## config.mk

```make
export PLATFORM = sky130hd
export DESIGN_NAME = mem_wb_stage_flat
export DESIGN_NICKNAME = d
export VERILOG_FILES = /design/src/rtl/mem_wb_stage_pkg.sv /design/src/rtl/mem_wb_stage_if.sv /design/src/rtl/mem_wb_select.sv /design/src/rtl/mem_wb_stage.sv /design/src/flat_wrapper.sv
export SDC_FILE = /design/constraint.sdc
export NUM_CORES = 1
export LEC_CHECK = 0
export CORE_AREA = 2 2 119 121
export CTS_CLUSTER_SIZE = 14
export DETAILED_ROUTE_END_ITERATION = 8
export DIE_AREA = 0 0 121 123
export PLACE_DENSITY_LB_ADDON = 0.05
export SYNTH_ARGS = -nofsm -noshare
export SYNTH_HDL_FRONTEND = slang
export SYNTH_SLANG_ARGS = --single-unit
```

## constraint.sdc

```tcl
create_clock -name clk -period 3.66 [get_ports clk]
set_clock_uncertainty 0.05 [all_clocks]
set_input_delay 0.549 -clock clk [delete_from_list [all_inputs] [get_ports clk]]
set_output_delay 0.549 -clock clk [all_outputs]
set_load 0.02 [all_outputs]
```

## src/rtl/mem_wb_stage_pkg.sv

```systemverilog
// Shared definitions for the MEM/WB stage: state encoding, default widths, timeout.
// Latency: n/a (types and constants only).
// Backpressure: n/a.
package mem_wb_stage_pkg;

  localparam int ADDR_W_DEF  = 22;
  localparam int DATA_W_DEF  = 32;
  localparam int TIMEOUT_DEF = 255;
  localparam int CNT_W       = 8;

  typedef enum logic {
    IDLE = 1'b0,
    BUSY = 1'b1
  } state_t;

endpackage

```

## src/rtl/mem_wb_stage_if.sv

```systemverilog
// Data-memory request/ack bus between the MEM stage (master) and memory (slave).
// Latency: n/a (wires only).
// Backpressure: master holds req/wr/addr/wdata stable until a one-cycle ack.
interface mem_wb_stage_if #(
  parameter int ADDR_W = mem_wb_stage_pkg::ADDR_W_DEF,
  parameter int DATA_W = mem_wb_stage_pkg::DATA_W_DEF
);

  logic              dmem_req;
  logic              dmem_wr;
  logic [ADDR_W-1:0] dmem_addr;
  logic [DATA_W-1:0] dmem_wdata;
  logic [DATA_W-1:0] dmem_rdata;
  logic              dmem_ack;

  modport master (
    output dmem_req, dmem_wr, dmem_addr, dmem_wdata,
    input  dmem_rdata, dmem_ack
  );

  modport slave (
    input  dmem_req, dmem_wr, dmem_addr, dmem_wdata,
    output dmem_rdata, dmem_ack
  );

endinterface

```

## src/rtl/mem_wb_select.sv

```systemverilog
// Write-back result mux: sprite data beats memory data beats ALU result.
// Latency: combinational.
// Backpressure: none.
module mem_wb_select #(
  parameter int DATA_W = 32
) (
  input  logic              sprite_sel,
  input  logic              mem_sel,
  input  logic [DATA_W-1:0] sprite_data,
  input  logic [DATA_W-1:0] mem_data,
  input  logic [DATA_W-1:0] alu_data,
  output logic [DATA_W-1:0] result
);

  // Priority select of the value headed for the register file.
  always_comb begin
    result = alu_data;
    if (sprite_sel)   result = sprite_data;
    else if (mem_sel) result = mem_data;
  end

endmodule

```

## src/rtl/mem_wb_stage.sv

```systemverilog
// MEM stage: launches data-memory accesses and registers the MEM/WB write-back outputs.
// Latency: 1 cycle for non-memory ops; memory ops hold MEM for 1 + wait cycles, then capture.
// Backpressure: mem_stall freezes upstream until ack or timeout; hlt freezes WB and new launches.
module mem_wb_stage
  import mem_wb_stage_pkg::*;
#(
  parameter int ADDR_W  = ADDR_W_DEF,
  parameter int DATA_W  = DATA_W_DEF,
  parameter int TIMEOUT = TIMEOUT_DEF
) (
  input  logic              clk,
  input  logic              rst_n,
  input  logic              hlt,
  input  logic              flush,
  input  logic              MEM_re,
  input  logic              MEM_we,
  input  logic [ADDR_W-1:0] MEM_addr,
  input  logic [DATA_W-1:0] MEM_data,
  input  logic [DATA_W-1:0] MEM_ALU_result,
  input  logic [DATA_W-1:0] MEM_sprite_data,
  input  logic              MEM_mem_ALU_select,
  input  logic              MEM_sprite_ALU_select,
  input  logic              MEM_use_dst_reg,
  input  logic [4:0]        MEM_dst_reg,
  input  logic [ADDR_W-1:0] MEM_PC_out,
  mem_wb_stage_if.master    dmem,
  output logic              mem_stall,
  output logic              mem_err,
  output logic              WB_we,
  output logic [4:0]        WB_dst_reg,
  output logic [DATA_W-1:0] WB_data,
  output logic [ADDR_W-1:0] WB_PC_out
);

  localparam logic [CNT_W-1:0] TO_VAL = CNT_W'(TIMEOUT);

  state_t            state;
  logic [CNT_W-1:0]  cnt;
  logic              flush_pend;
  logic              need;
  logic              timeout;
  logic              done;
  logic              squash;
  logic [DATA_W-1:0] rd_data;
  logic [DATA_W-1:0] wb_sel;

  assign need    = (MEM_re | MEM_we) & ~flush & ~hlt;
  assign timeout = (cnt == TO_VAL);
  assign done    = (state == BUSY) & (dmem.dmem_ack | timeout);
  // flush_pend is only ever set while BUSY, so in IDLE this reduces to flush.
  assign squash  = flush | flush_pend;
  // A timed-out access writes back zero instead of stale bus data.
  assign rd_data = ((state == BUSY) && dmem.dmem_ack) ? dmem.dmem_rdata : '0;

  mem_wb_select #(.DATA_W(DATA_W)) u_select (
    .sprite_sel  (MEM_sprite_ALU_select),
    .mem_sel     (MEM_mem_ALU_select),
    .sprite_data (MEM_sprite_data),
    .mem_data    (rd_data),
    .alu_data    (MEM_ALU_result),
    .result      (wb_sel)
  );

  // Stall while launching an access and while waiting for its ack.
  always_comb begin
    mem_stall = 1'b0;
    if (state == IDLE) mem_stall = need;
    else               mem_stall = ~dmem.dmem_ack & ~timeout;
  end

  // Access FSM, timeout counter and MEM/WB registers.
  always_ff @(posedge clk or negedge rst_n) begin
    if (!rst_n) begin
      state           <= IDLE;
      cnt             <= '0;
      flush_pend      <= 1'b0;
      mem_err         <= 1'b0;
      dmem.dmem_req   <= 1'b0;
      dmem.dmem_wr    <= 1'b0;
      dmem.dmem_addr  <= '0;
      dmem.dmem_wdata <= '0;
      WB_we           <= 1'b0;
      WB_dst_reg      <= '0;
      WB_data         <= '0;
      WB_PC_out       <= '0;
    end else begin
      case (state)
        IDLE: begin
          if (need) begin
            state           <= BUSY;
            cnt             <= '0;
            dmem.dmem_req   <= 1'b1;
            dmem.dmem_wr    <= MEM_we;
            dmem.dmem_addr  <= MEM_addr;
            dmem.dmem_wdata <= MEM_data;
            WB_we           <= 1'b0;
          end else if (!hlt) begin
            WB_we      <= MEM_use_dst_reg & ~squash;
            WB_dst_reg <= MEM_dst_reg;
            WB_data    <= wb_sel;
            WB_PC_out  <= MEM_PC_out;
          end
        end
        BUSY: begin
          if (done) begin
            state         <= IDLE;
            dmem.dmem_req <= 1'b0;
            flush_pend    <= 1'b0;
            // Ack wins over a coincident timeout.
            mem_err       <= mem_err | ~dmem.dmem_ack;
            WB_we         <= MEM_use_dst_reg & ~squash;
            WB_dst_reg    <= MEM_dst_reg;
            WB_data       <= wb_sel;
            WB_PC_out     <= MEM_PC_out;
          end else begin
            cnt        <= cnt + CNT_W'(1);
            flush_pend <= flush_pend | flush;
            WB_we      <= 1'b0;
          end
        end
        default: state <= IDLE;
      endcase
    end
  end

endmodule

```

## src/flat_wrapper.sv

```systemverilog
// flat-port wrapper written by rule: the top's interface ports become plain ports
module mem_wb_stage_flat import mem_wb_stage_pkg::*;
#(
  parameter int ADDR_W  = ADDR_W_DEF,
  parameter int DATA_W  = DATA_W_DEF,
  parameter int TIMEOUT = TIMEOUT_DEF
)
  (clk, rst_n, hlt, flush, MEM_re, MEM_we, MEM_addr, MEM_data, MEM_ALU_result, MEM_sprite_data, MEM_mem_ALU_select, MEM_sprite_ALU_select, MEM_use_dst_reg, MEM_dst_reg, MEM_PC_out, mem_stall, mem_err, WB_we, WB_dst_reg, WB_data, WB_PC_out, dmem_dmem_req, dmem_dmem_wr, dmem_dmem_addr, dmem_dmem_wdata, dmem_dmem_rdata, dmem_dmem_ack);
  mem_wb_stage_if #(.ADDR_W(ADDR_W), .DATA_W(DATA_W)) dmem_i ();
  input  logic clk;
  input  logic rst_n;
  input  logic hlt;
  input  logic flush;
  input  logic MEM_re;
  input  logic MEM_we;
  input  logic [ADDR_W-1:0] MEM_addr;
  input  logic [DATA_W-1:0] MEM_data;
  input  logic [DATA_W-1:0] MEM_ALU_result;
  input  logic [DATA_W-1:0] MEM_sprite_data;
  input  logic MEM_mem_ALU_select;
  input  logic MEM_sprite_ALU_select;
  input  logic MEM_use_dst_reg;
  input  logic [4:0] MEM_dst_reg;
  input  logic [ADDR_W-1:0] MEM_PC_out;
  output logic mem_stall;
  output logic mem_err;
  output logic WB_we;
  output logic [4:0] WB_dst_reg;
  output logic [DATA_W-1:0] WB_data;
  output logic [ADDR_W-1:0] WB_PC_out;
  output wire logic [$bits(dmem_i.dmem_req)-1:0] dmem_dmem_req;
  output wire logic [$bits(dmem_i.dmem_wr)-1:0] dmem_dmem_wr;
  output wire logic [$bits(dmem_i.dmem_addr)-1:0] dmem_dmem_addr;
  output wire logic [$bits(dmem_i.dmem_wdata)-1:0] dmem_dmem_wdata;
  input wire logic [$bits(dmem_i.dmem_rdata)-1:0] dmem_dmem_rdata;
  input wire logic [$bits(dmem_i.dmem_ack)-1:0] dmem_dmem_ack;
  assign dmem_dmem_req = dmem_i.dmem_req;
  assign dmem_dmem_wr = dmem_i.dmem_wr;
  assign dmem_dmem_addr = dmem_i.dmem_addr;
  assign dmem_dmem_wdata = dmem_i.dmem_wdata;
  assign dmem_i.dmem_rdata = dmem_dmem_rdata;
  assign dmem_i.dmem_ack = dmem_dmem_ack;
  mem_wb_stage #(.ADDR_W(ADDR_W), .DATA_W(DATA_W), .TIMEOUT(TIMEOUT)) u_core (.clk(clk), .rst_n(rst_n), .hlt(hlt), .flush(flush), .MEM_re(MEM_re), .MEM_we(MEM_we), .MEM_addr(MEM_addr), .MEM_data(MEM_data), .MEM_ALU_result(MEM_ALU_result), .MEM_sprite_data(MEM_sprite_data), .MEM_mem_ALU_select(MEM_mem_ALU_select), .MEM_sprite_ALU_select(MEM_sprite_ALU_select), .MEM_use_dst_reg(MEM_use_dst_reg), .MEM_dst_reg(MEM_dst_reg), .MEM_PC_out(MEM_PC_out), .dmem(dmem_i), .mem_stall(mem_stall), .mem_err(mem_err), .WB_we(WB_we), .WB_dst_reg(WB_dst_reg), .WB_data(WB_data), .WB_PC_out(WB_PC_out));
endmodule
```

=== After elaboration in Yosys (flattened, before gate mapping) ===
Index checks and enable logic that the tools add are counted.
W data, S select, Z words.

* Add/subtract/negate cells: 1
* Eq/ne operators: 7
* Multiplexer cells: 30
* Bitwise gates (word level): 15
* Reductions and logical operators: 6

{| class="wikitable"
|+ Operators by type and width
! cell !! number
|-
| $mux W32 || 6
|-
| $mux W22 || 3
|-
| $pmux W32 S2 || 1
|-
| $pmux W22 S2 || 1
|-
| $mux W8 || 2
|-
| $pmux W8 S2 || 1
|-
| $mux W5 || 3
|-
| $pmux W5 S2 || 1
|-
| $mux W1 || 9
|-
| $add A8 B1 Y8 const B || 1
|-
| $eq A8 B8 Y1 const B || 1
|-
| $ne A2 B2 Y1 const B || 4
|-
| $reduce_and A2 Y1 || 4
|-
| $not A1 Y1 || 6
|-
| $pmux W1 S2 || 3
|-
| $and A1 B1 Y1 || 5
|-
| $or A1 B1 Y1 || 4
|-
| $ne A3 B2 Y1 const B || 1
|-
| $reduce_and A3 Y1 || 1
|-
| $ne A2 B1 Y1 const B || 1
|-
| $logic_and A1 B1 Y1 || 1
|}

* Bits in registers: 127
* Output and inout port bits: 118
* Logic and storage cells: 71

=== Depth between registers and ports, before layout ===
Gate-level depths: netlist of the first run.

* Depth after elaboration: 7
* Gate-level depth with buffers: 8
* Depth with buffers taken out: 5

=== By module ===
A second synthesis of the first run with hierarchy kept.

* Cells, all modules: 565
* Area total of the unflattened synthesis: 6077.1 um^2

{| class="wikitable"
|+ By module, submodules not included
! module !! times used !! cells each !! area each (um^2) !! seq. area each (um^2)
|-
| mem_wb_stage || 1 || 458 || 5362.6 || 3178.0
|-
| mem_wb_select || 1 || 107 || 714.4 || 0.0
|}

=== Worst setup path before layout of the first run ===
No wires, ideal clock.

* Path type: input-to-reg
* Start point: input port hlt
* End point: register u_core.WB_PC_out[17]
* Arrival: 1857 ps
* Data required time: 3485 ps
* Path slack: 1628 ps
* Stages: 6
* Buffers on the path: 3
* Cell sequence: nor4_2 -> or3_1 -> buf_2 -> buf_6 -> buf_6 -> mux2_4

* Longest elaborated chain between the ends: 4
* Elaborated cells between the ends (all ways): 5

{| class="wikitable"
|+ Ends and longest elaborated chain
! element !! RTL line !! text
|-
| start, declared || flat_wrapper.sv:12 || <nowiki>input logic hlt;</nowiki>
|-
| $not A1 Y1 || mem_wb_stage.sv:47 || <nowiki>assign need = (MEM_re | MEM_we) & ~flush & ~hlt;</nowiki>
|-
| $and A1 B1 Y1 || mem_wb_stage.sv:47 ||
|-
| $ne A2 B2 Y1 (no source line) || n/a ||
|-
| $reduce_and A3 Y1 (no source line) (*) || n/a ||
|-
| end signal, assigned || mem_wb_stage.sv:101 || <nowiki>WB_PC_out <= MEM_PC_out;</nowiki>
|-
| end signal, assigned || mem_wb_stage.sv:114 || <nowiki>WB_PC_out <= MEM_PC_out;</nowiki>
|-
| end, declared || mem_wb_stage.sv:32 || <nowiki>output logic [ADDR_W-1:0] WB_PC_out</nowiki>
|}

Every way passes the cells marked *; elsewhere a longest branch is shown, timed or not.
A chain may end at the register's enable or synchronous reset.

=== Worst setup path in the final report of the first run ===
* Start point: input port dmem_dmem_ack
* End point: output port mem_stall

* Longest elaborated chain between the ends: 3

{| class="wikitable"
|+ Ends and longest elaborated chain
! element !! RTL line !! text
|-
| start, declared || flat_wrapper.sv:36 || <nowiki>input wire logic [$bits(dmem_i.dmem_ack)-1:0] dmem_dmem_ack;</nowiki>
|-
| $not A1 Y1 || mem_wb_stage.sv:68 || <nowiki>else mem_stall = ~dmem.dmem_ack & ~timeout;</nowiki>
|-
| $and A1 B1 Y1 || mem_wb_stage.sv:68 ||
|-
| $mux W1 || mem_wb_stage.sv:67 || <nowiki>if (state == IDLE) mem_stall = need;</nowiki>
|-
| end, declared || flat_wrapper.sv:25 || <nowiki>output logic mem_stall;</nowiki>
|}

Every way passes these cells.

==> results.yml, run 1 <==
synthesis:
  synth_cell_types: 38
  ys_seq_elements: 127
  synth_fp_nets: 722
  yosysWarningCount: 0
  synth_area_mm2: 0.00556
  seq_area_frac_synth: 0.572
  synthCells: 534
  avgSynthCellArea_um2: 10.4
grt:
  grt_first_pass_wirelength_um: 25100
  grt_antenna_before_repair: 0
  grtUsageMet2: 0.366
  met3_usage: 0.0839
  gr-usage-met1: 0.256
  grt-busiest-layer: "met2"
  grt_max_degree: 71
  grt_pass1_vias: 4954
  grt-ovfl-total: 0
  grt.total_usage: 0.220
power:
  powerDensity_mw_per_mm2: 555
  peakVddDrop_mv: 0.330
  p_leak_nw: 4.19
place:
  dp_slack_ps: 744
  numPortBuffers: 304
  hpwlAfterDp_um: 11700
  place_congestion: 0.772
clocking:
  cts_setup_buffers: 0
  post_cts_resized: 0
  clock_path_buffers: 2
  cts_buffers: 17
  clock_sinks: 127
  insertion_delay_ps: 410
  htree_levels: 4
  cts-root-buf: "clkbuf_16"
  cts_hold_buf: 0
  cts_tree: "yes"
  clk_pin_slew_worst_paths_ps: 50
drt:
  dr.pass1.iters: 4
  vias: 4953
  wire_per_inst_um: 16.1
  drcViolationCount: 0
  routed_wl_um: 16400
  postRouteAntennaNets: 0
  drtIter0Drc: 251
  via_per_inst: 4.88
finish:
  fill_cells: 1023
  area_growth_pct: 67.7
  nets: 1013
  antenna-diode-count: 0
  drive_gt1_frac: 0.114
  multi_input_area_mm2: 0.00211
  regArea_mm2: 0.00318
  biggestRegsByFlops: "u_core.WB_data (32), u_core.dmem.dmem_wdata (32)"
timing:
  rsz0062_at_grt: "no"
  relSlewSlack: 0.0898
  drv_slew: 0
  fmax_ghz: 0.341
  tns_ps: 0
  setup_slack_ps: 730
  min_period_ps: 2930
  hold_viol_final: 0
  min_period_over_period: 0.800
  finalSetupViolCount: 0
  worstMarginPinSlew_ps: 1370
die:
  rows: 43
  io_pins: 305
  chipWidth_um: 121
  dieArea_mm2: 0.0149
  die_h_um: 123
  coreArea_mm2: 0.0136
  initial_core_util: 0.408
worst_hold_path:
  hp-class: "in2async"
flow_run:
  max_cap_violations: 0
worst_setup_path:
  critPathCaptureType: "primary output"
  cp.required_ps: 3060
  reg2reg_slack_ps: 1220
  worstPathArrival_ps: 2330
  startpoint_type: "input port"
  worstSetupPathType: "in2out"
  crit_fanout: 6
status:
  status: "complete, no violations"
==> placed cells by master, fill, tap and decap left out, drive strengths merged, types with 6 or more instances in the layout <==
master | netlist | final
clkbuf | 27 | 25
nand2 | 171 | 171
clkdlybuf4s50 | 0 | 302
a221oi | 32 | 32
inv | 35 | 35
nor2 | 6 | 6
dfrtp | 127 | 127
a21oi | 33 | 33
mux2 | 59 | 59
==> through the flow <==
stage          cells  power (mW)  hold WS (ps)  utilization  instance area (um2)
4_1_cts         1016        5.23           169        0.685                 9330
5_1_grt         1016        5.42           189        0.685                 9330
3_5_place_dp     986        3.51           412        0.641                 8730
6_report        1016        5.17           140        0.685                 9330
2_1_floorplan    534        2.61           203            -                 5560
3_3_place_gp     986        3.48           408        0.641                 8730
==> power breakdown <==
group / leakage (nW) / total (mW) / switching, mW / internal, mW
Sequential: 1.55 / 1.86 / 0.166 / 1.69
Combinational: 2.35 / 1.62 / 0.760 / 0.860
Clock: 0.293 / 1.70 / 0.561 / 1.14
==> area by class of cell <==
class | count | share of cell area
clock inverter | 5 | 0.0111
multi-input combinational | 337 | 0.226
clock buffer | 25 | 0.0531
timing repair buffer | 307 | 0.331
tap | 180 | 0.0242
inverter | 35 | 0.0141
sequential | 127 | 0.341
==> synthesized netlist by cell type <==
library cell	instances	area, um2
nand2_1	171	642
dfrtp_1	127	3180
mux2_2	49	552
inv_1	35	131
a21oi_1	33	165
a221oi_1	32	280
clkbuf_1	27	101
mux2_4	10	150
nor2_1	6	22.5
buf_2	5	25.0
nand3_1	5	25.0
xnor2_1	3	26.3
a21o_1	2	15.0
buf_6	2	22.5
nor3_1	2	10.0
o21ai_0	2	10.0
o21bai_1	2	15.0
a2111oi_0	1	8.76
a211oi_1	1	7.51
a32o_1	1	10.0
a41oi_4	1	27.5
and2_1	1	6.26
and3_1	1	6.26
and4_4	1	11.3
buf_1	1	3.75
ha_1	1	12.5
mux2i_1	1	10.0
nand2b_1	1	6.26
nand4_1	1	6.26
nand4b_1	1	8.76
nor2b_1	1	6.26
nor4_1	1	6.26
nor4_2	1	12.5
o211ai_1	1	7.51
o2bb2ai_1	1	8.76
o31ai_1	1	7.51
or3_1	1	6.26
or4_1	1	7.51
==> per-layer routing <==
| layer | vias up | wire (um) |
|---|---|---|
| li1 | 2370 | - |
| met1 | 2359 | 6490 |
| met2 | 196 | 7910 |
| met3 | 28 | 1610 |
| met4 | 0 | 371 |
| met5 | - | 0 |
==> critical path, stage by stage <==
cell	delay, ps
clkdlybuf4s50_1	490
nand2b_1	240
a41oi_4	240
nor2_1	100
inv_1	90
clkdlybuf4s50_1	620
==> path summary, 6_finish.rpt <==
kind / to / cells after the start / startpoint
min: u_core.dmem.dmem_addr[20]$_DFFE_PN0P_ / 1 / rst_n
max reg2reg: u_core.WB_data[14]$_DFFE_PN0P_ / 4 / u_core.state$_DFF_PN0_
min in group clk: u_core.dmem.dmem_addr[10]$_DFFE_PN0P_ / 2 / u_core.dmem.dmem_addr[10]$_DFFE_PN0P_
max in group asynchronous: u_core.cnt[3]$_DFFE_PN0P_ / 2 / rst_n
max: mem_stall / 6 / dmem_dmem_ack
min reg2reg: u_core.dmem.dmem_addr[10]$_DFFE_PN0P_ / 2 / u_core.dmem.dmem_addr[10]$_DFFE_PN0P_
==> cells by family after synthesis <==
kind of cell,share of synthesized area
adders and majority gates,0.00225
and+or+nand+nor,0.141
AOI/OAI and AO/OA,0.101
DFF,0.572
muxes,0.128
buffers and inverters,0.0511
xor gates and xnor gates,0.00473
Power figures use the tool's default switching activity.
==> run 2: changes to the inputs <==
--- a/config.mk
+++ b/config.mk
@@ -5,10 +5,9 @@
 export SDC_FILE = /design/constraint.sdc
 export NUM_CORES = 1
 export LEC_CHECK = 0
-export CORE_AREA = 2 2 119 121
+export CORE_UTILIZATION = 35
 export CTS_CLUSTER_SIZE = 14
 export DETAILED_ROUTE_END_ITERATION = 8
-export DIE_AREA = 0 0 121 123
 export PLACE_DENSITY_LB_ADDON = 0.05
 export SYNTH_ARGS = -nofsm -noshare
 export SYNTH_HDL_FRONTEND = slang
==> constraint.sdc (replaced) <==
create_clock -name clk -period 2.6 [get_ports clk]
set_clock_uncertainty 0.05 [all_clocks]
set_input_delay 0.39 -clock clk [delete_from_list [all_inputs] [get_ports clk]]
set_output_delay 0.39 -clock clk [all_outputs]
set_load 0.02 [all_outputs]
==> run 2 against run 1 <==
  * Cell area rose by 1.8%
  * Worst setup slack got worse by 460 ps
  * Critical path depth fell by 1
  * Clock power rose by 53%
  * Cell count rose by 4.2%
  * Routed wire length rose by 0.81%
  * Largest power group unchanged
==> results.yml, run 2 (synthesized netlist as in run 1, its figures left out) <==
power:
  p_leak_nw: 4.26
  powerDensity_mw_per_mm2: 791
  finalPower_mw: 7.51
  peakVddDrop_mv: 0.425
worst_hold_path:
  hp-class: "in2async"
die:
  rows: 45
  chipWidth_um: 128
  initial_core_util: 0.362
  coreArea_mm2: 0.0154
  die_h_um: 128
  io_pins: 305
  dieArea_mm2: 0.0164
drt:
  routed_wl_um: 16500
  vias: 4923
  wire_per_inst_um: 15.6
  routed-wl-met3_um: 1480
  topRoutingLayerUsed: "met4"
  via_per_inst: 4.65
  wl_met1_um: 6770
  wl_met2_um: 7900
  drtIter0Drc: 145
  dr.pass1.iters: 4
  drcViolationCount: 0
  postRouteAntennaNets: 0
worst_setup_path:
  crit_path_max_incr_delay_ps: 460
  critPathLaunch: "u_core.cnt[4]$_DFFE_PN0P_"
  cp.required_ps: 2160
  reg2reg_from: "u_core.cnt[4]$_DFFE_PN0P_"
  crit_family: "simple AND/OR/NAND/NOR gates"
  startpoint_type: "flop"
  critPathCaptureType: "primary output"
  worstSetupPathType: "reg2out"
  slowest_stage: "dfrtp_1"
  cp_num_buf_inv: 2
  crit_chain: "and4_4 -> a41oi_4 -> nor2_1 -> inv_1 -> dlygate4sd2_1"
  worstPathArrival_ps: 1890
  crit_fanout: 7
finish:
  multi_input_area_mm2: 0.00211
  regArea_mm2: 0.00318
  drive_gt1_frac: 0.127
  fill_cells: 1301
  antenna-diode-count: 0
  nets: 1023
  final_cell_mix: "clkdlybuf4s50_1 (301), nand2_1 (171), dfrtp_1 (127)"
  layout_commonest_cell: "clkdlybuf4s50_1"
  biggestRegsByFlops: "u_core.WB_data (32), u_core.dmem.dmem_wdata (32)"
  utilization: 0.618
  area_growth_pct: 70.8
  fin_cells: 1059
place:
  post-place-cells: 1026
  place_congestion: 0.837
  hpwlAfterDp_um: 12100
  numPortBuffers: 304
timing:
  min_period_over_period: 0.897
  fmax_ghz: 0.429
  worstMarginPinSlew_ps: 1030
  rsz0062_at_grt: "no"
  min_period_ps: 2330
  relSlewSlack: 0.314
  drv_slew: 0
  finalSetupViolCount: 0
  hold_viol_final: 0
  tns_ps: 0
clocking:
  clock_path_buffers: 2
  cts_buffers: 17
  cts_setup_buffers: 0
  htree_levels: 4
  clk_pin_slew_worst_paths_ps: 60
  cts-root-buf: "clkbuf_16"
  clock_sinks: 127
  insertion_delay_ps: 410
  cts_tree: "yes"
grt:
  grt_pass1_vias: 5096
  grt_antenna_before_repair: 0
  grt_max_degree: 66
  grt-ovfl-total: 0
  grt.total_usage: 0.207
  grt_first_pass_wirelength_um: 25900
flow_run:
  max_cap_violations: 0
status:
  status: "complete, no violations"
[run 2: cell count changes in the layout (fill, tap and decap cells not counted), sizes merged]
cell	previous run	this run
clkinvlp	0	2
dlygate4sd3	0	1
buf	5	14
inv	35	36
clkinv	2	4
bufinv	3	5
clkdlybuf4s50	302	301
dlygate4sd2	0	1
clkbuf	25	20
[run 2: metrics by stage]
step,worst slack (ps),hold slack (ps),area (um2)
after global routing,154,400,9500
final,268,391,9500
after detailed placement,97.7,255,8830
after global placement,93.0,255,8830
after CTS,234,374,9500
after floorplan,571,44.4,5560
[run 2: report_power, final]
| part | total (mW) | switching [mW] | internal, mW |
|---|---|---|---|
| registers | 2.61 | 0.233 | 2.38 |
| logic | 2.30 | 1.08 | 1.22 |
| clock network | 2.60 | 0.865 | 1.73 |
[run 2: path summary, 6_finish.rpt]
kind / endpoint / slack (ps) / depth (start not counted)
max: mem_stall / 270 / 5
min reg2reg: u_core.dmem.dmem_addr[8]$_DFFE_PN0P_ / 420 / 2
min: u_core.WB_data[28]$_DFFE_PN0P_ / 390 / 2
min in group clk: u_core.dmem.dmem_addr[8]$_DFFE_PN0P_ / 420 / 2
max in group asynchronous: u_core.dmem.dmem_wdata[12]$_DFFE_PN0P_ / 1470 / 3
max reg2reg: u_core.WB_PC_out[17]$_DFFE_PN0P_ / 400 / 5
[run 2: area by class of cell]
type,instances,area share
clock buffer,20,0.0470
clock inverter,12,0.0220
inverter,35,0.0138
multi-input combinational,337,0.222
sequential,127,0.335
tap,211,0.0278
timing repair buffer,317,0.333
[run 2: repair_timing]
item,CTS,global route
endpoints found under the hold margin,18,0
setup endpoints to repair,1,0
resized for setup,1,0
hold buffers,1,0
[run 2: layer usage]
metal / global-route usage / vias up
met5: 0 / -
met3: 0.0772 / 24
met4: 0.0907 / 0
li1: - / 2400
met2: 0.349 / 197
met1: 0.236 / 2302
==> run 3: changes to the inputs <==
==> constraint.sdc (replaced) <==
create_clock -name clk -period 2 [get_ports clk]
set_clock_uncertainty 0.05 [all_clocks]
set_input_delay 0.3 -clock clk [delete_from_list [all_inputs] [get_ports clk]]
set_output_delay 0.3 -clock clk [all_outputs]
set_load 0.02 [all_outputs]
==> run 3 against run 2 <==
  * Die area did not move
  * Worst setup slack got worse by 190 ps
  * Clock power rose by 27%
  * Sequential power rose by 30%
  * Routed wire length rose by 8.1%
  * Power rose by 31%
  * Cell area rose by 2.8%
  * Non-clock buffer count rose by 21
  * Sequential cell count did not move
  * Largest cell class is now buffers
==> results.yml, run 3 (synthesized netlist as in run 1, its figures left out) <==
timing:
  fmax_ghz: 0.520
  relSlewSlack: 0.516
  setup_slack_ps: 75.6
  worstMarginPinSlew_ps: 726
  min_period_ps: 1920
  hold_ws_ps: 361
  min_period_over_period: 0.962
  finalSetupViolCount: 0
  hold_viol_final: 0
  tns_ps: 0
  drv_slew: 0
worst_setup_path:
  cp.required_ps: 1650
  crit_path_max_incr_delay_ps: 480
  cp_num_buf_inv: 3
  startpoint_type: "input port"
  worstPathArrival_ps: 1570
  cpMostUsedCell: "nor2_1"
  critPathLaunch: "MEM_we"
  crit_family: "buffers and inverters"
  worstSetupPathType: "in2out"
  slowest_stage: "clkdlybuf4s50_1"
  critPathCaptureType: "primary output"
  crit_chain: "clkdlybuf4s50_1 -> nor2_1 -> nor4_4 -> nor2_1 -> inv_1 -> buf_2"
  reg2reg_from: "u_core.cnt[6]$_DFFE_PN0P_"
  crit_fanout: 4
drt:
  wl_met2_um: 8890
  drtIter0Drc: 234
  postRouteAntennaNets: 0
  vias: 5086
  wire_per_inst_um: 16.5
  routed_wl_um: 17900
  drcViolationCount: 0
  topRoutingLayerUsed: "met5"
  wl_met1_um: 6990
  via_per_inst: 4.71
  routed-wl-met3_um: 1610
  dr.pass1.iters: 4
clocking:
  insertion_delay_ps: 410
  clock_sinks: 127
  cts-root-buf: "clkbuf_16"
  cts_buffers: 17
  cts_setup_buffers: 0
  clk_pin_slew_worst_paths_ps: 50
  clock_path_buffers: 2
  cts_tree: "yes"
  htree_levels: 4
finish:
  area_growth_pct: 75.6
  final_cell_mix: "clkdlybuf4s50_1 (301), nand2_1 (171), dfrtp_1 (126)"
  final_area_mm2: 0.00976
  fill_cells: 1245
  layout_commonest_cell: "clkdlybuf4s50_1"
  multi_input_area_mm2: 0.00212
  fin_cells: 1080
  utilization: 0.635
  nets: 1044
  antenna-diode-count: 0
  regArea_mm2: 0.00318
  biggestRegsByFlops: "u_core.WB_data (32), u_core.dmem.dmem_wdata (32)"
  drive_gt1_frac: 0.153
grt:
  grt_first_pass_wirelength_um: 27100
  grt_max_degree: 128
  grt_pass1_vias: 5141
  grt-ovfl-total: 0
  grt_antenna_before_repair: 1
  grt.total_usage: 0.220
power:
  peakVddDrop_mv: 0.583
  finalPower_mw: 9.83
  powerDensity_mw_per_mm2: 1010
  p_leak_nw: 4.40
worst_hold_path:
  hp-class: "in2reg"
  hp-start: "MEM_data[0]"
place:
  post-place-cells: 1046
  place_area_mm2: 0.00907
  place_congestion: 0.801
  numPortBuffers: 304
  dp_slack_ps: -315
  hpwlAfterDp_um: 13000
die:
  initial_core_util: 0.362
  die_h_um: 128
  chipWidth_um: 128
  coreArea_mm2: 0.0154
  rows: 45
  io_pins: 305
  dieArea_mm2: 0.0164
flow_run:
  max_cap_violations: 0
status:
  status: "complete, no violations"
## run 3: changes by cell type in the layout (fill, tap and decap cells not counted), sizes merged
cell	delta
dlygate4sd2	-1
clkinvlp	-1
buf	+21
clkbuf	+4
inv	-1
bufinv	-1
## run 3: repair_timing
action | 4_1_cts | 5_1_grt
hold endpoints to repair | 127 | 0
pin swaps | 1 | 0
gates resized for setup | 7 | 2
gates cloned | 0 | 1
setup endpoints to repair | 2 | 46
hold buffers | 1 | 0
## run 3: worst register-to-register path, stage by stage (launching register included)
cell     delay (ps)
dfrtp_1         350
and4_4          280
a41oi_4         130
or3_4           400
buf_16          200
mux2_4          350
## run 3: final timing paths
path                       slack, ps                                     end  cells after the start
max                               80                               mem_stall                      6
min                              360   u_core.dmem.dmem_wdata[0]$_DFFE_PN0P_                      3
max reg2reg                      130           u_core.WB_data[0]$_DFFE_PN0P_                      5
min reg2reg                      420  u_core.dmem.dmem_wdata[16]$_DFFE_PN0P_                      2
max in group asynchronous        830  u_core.dmem.dmem_wdata[11]$_DFFE_PN0P_                      3
min in group asynchronous        490  u_core.dmem.dmem_wdata[29]$_DFFE_PN0P_                      3
## run 3: cell type report
class / instances / area share
timing repair buffer: 338 / 0.351
clock inverter: 9 / 0.0159
multi-input combinational: 337 / 0.217
sequential: 127 / 0.326
tap: 211 / 0.0270
inverter: 35 / 0.0135
clock buffer: 23 / 0.0500
## run 3: report_power, final
part           switching [mW]  internal, mW  leakage (nW)
clock network            1.10          2.22         0.313
logic                    1.47          1.68          2.54
registers               0.281          3.10          1.54
## run 3: metal layers
layer,global-route usage,up-vias
met3,0.0872,25
li1,-,2437
met1,0.248,2407
met4,0.0872,2
met5,0,-
met2,0.373,215
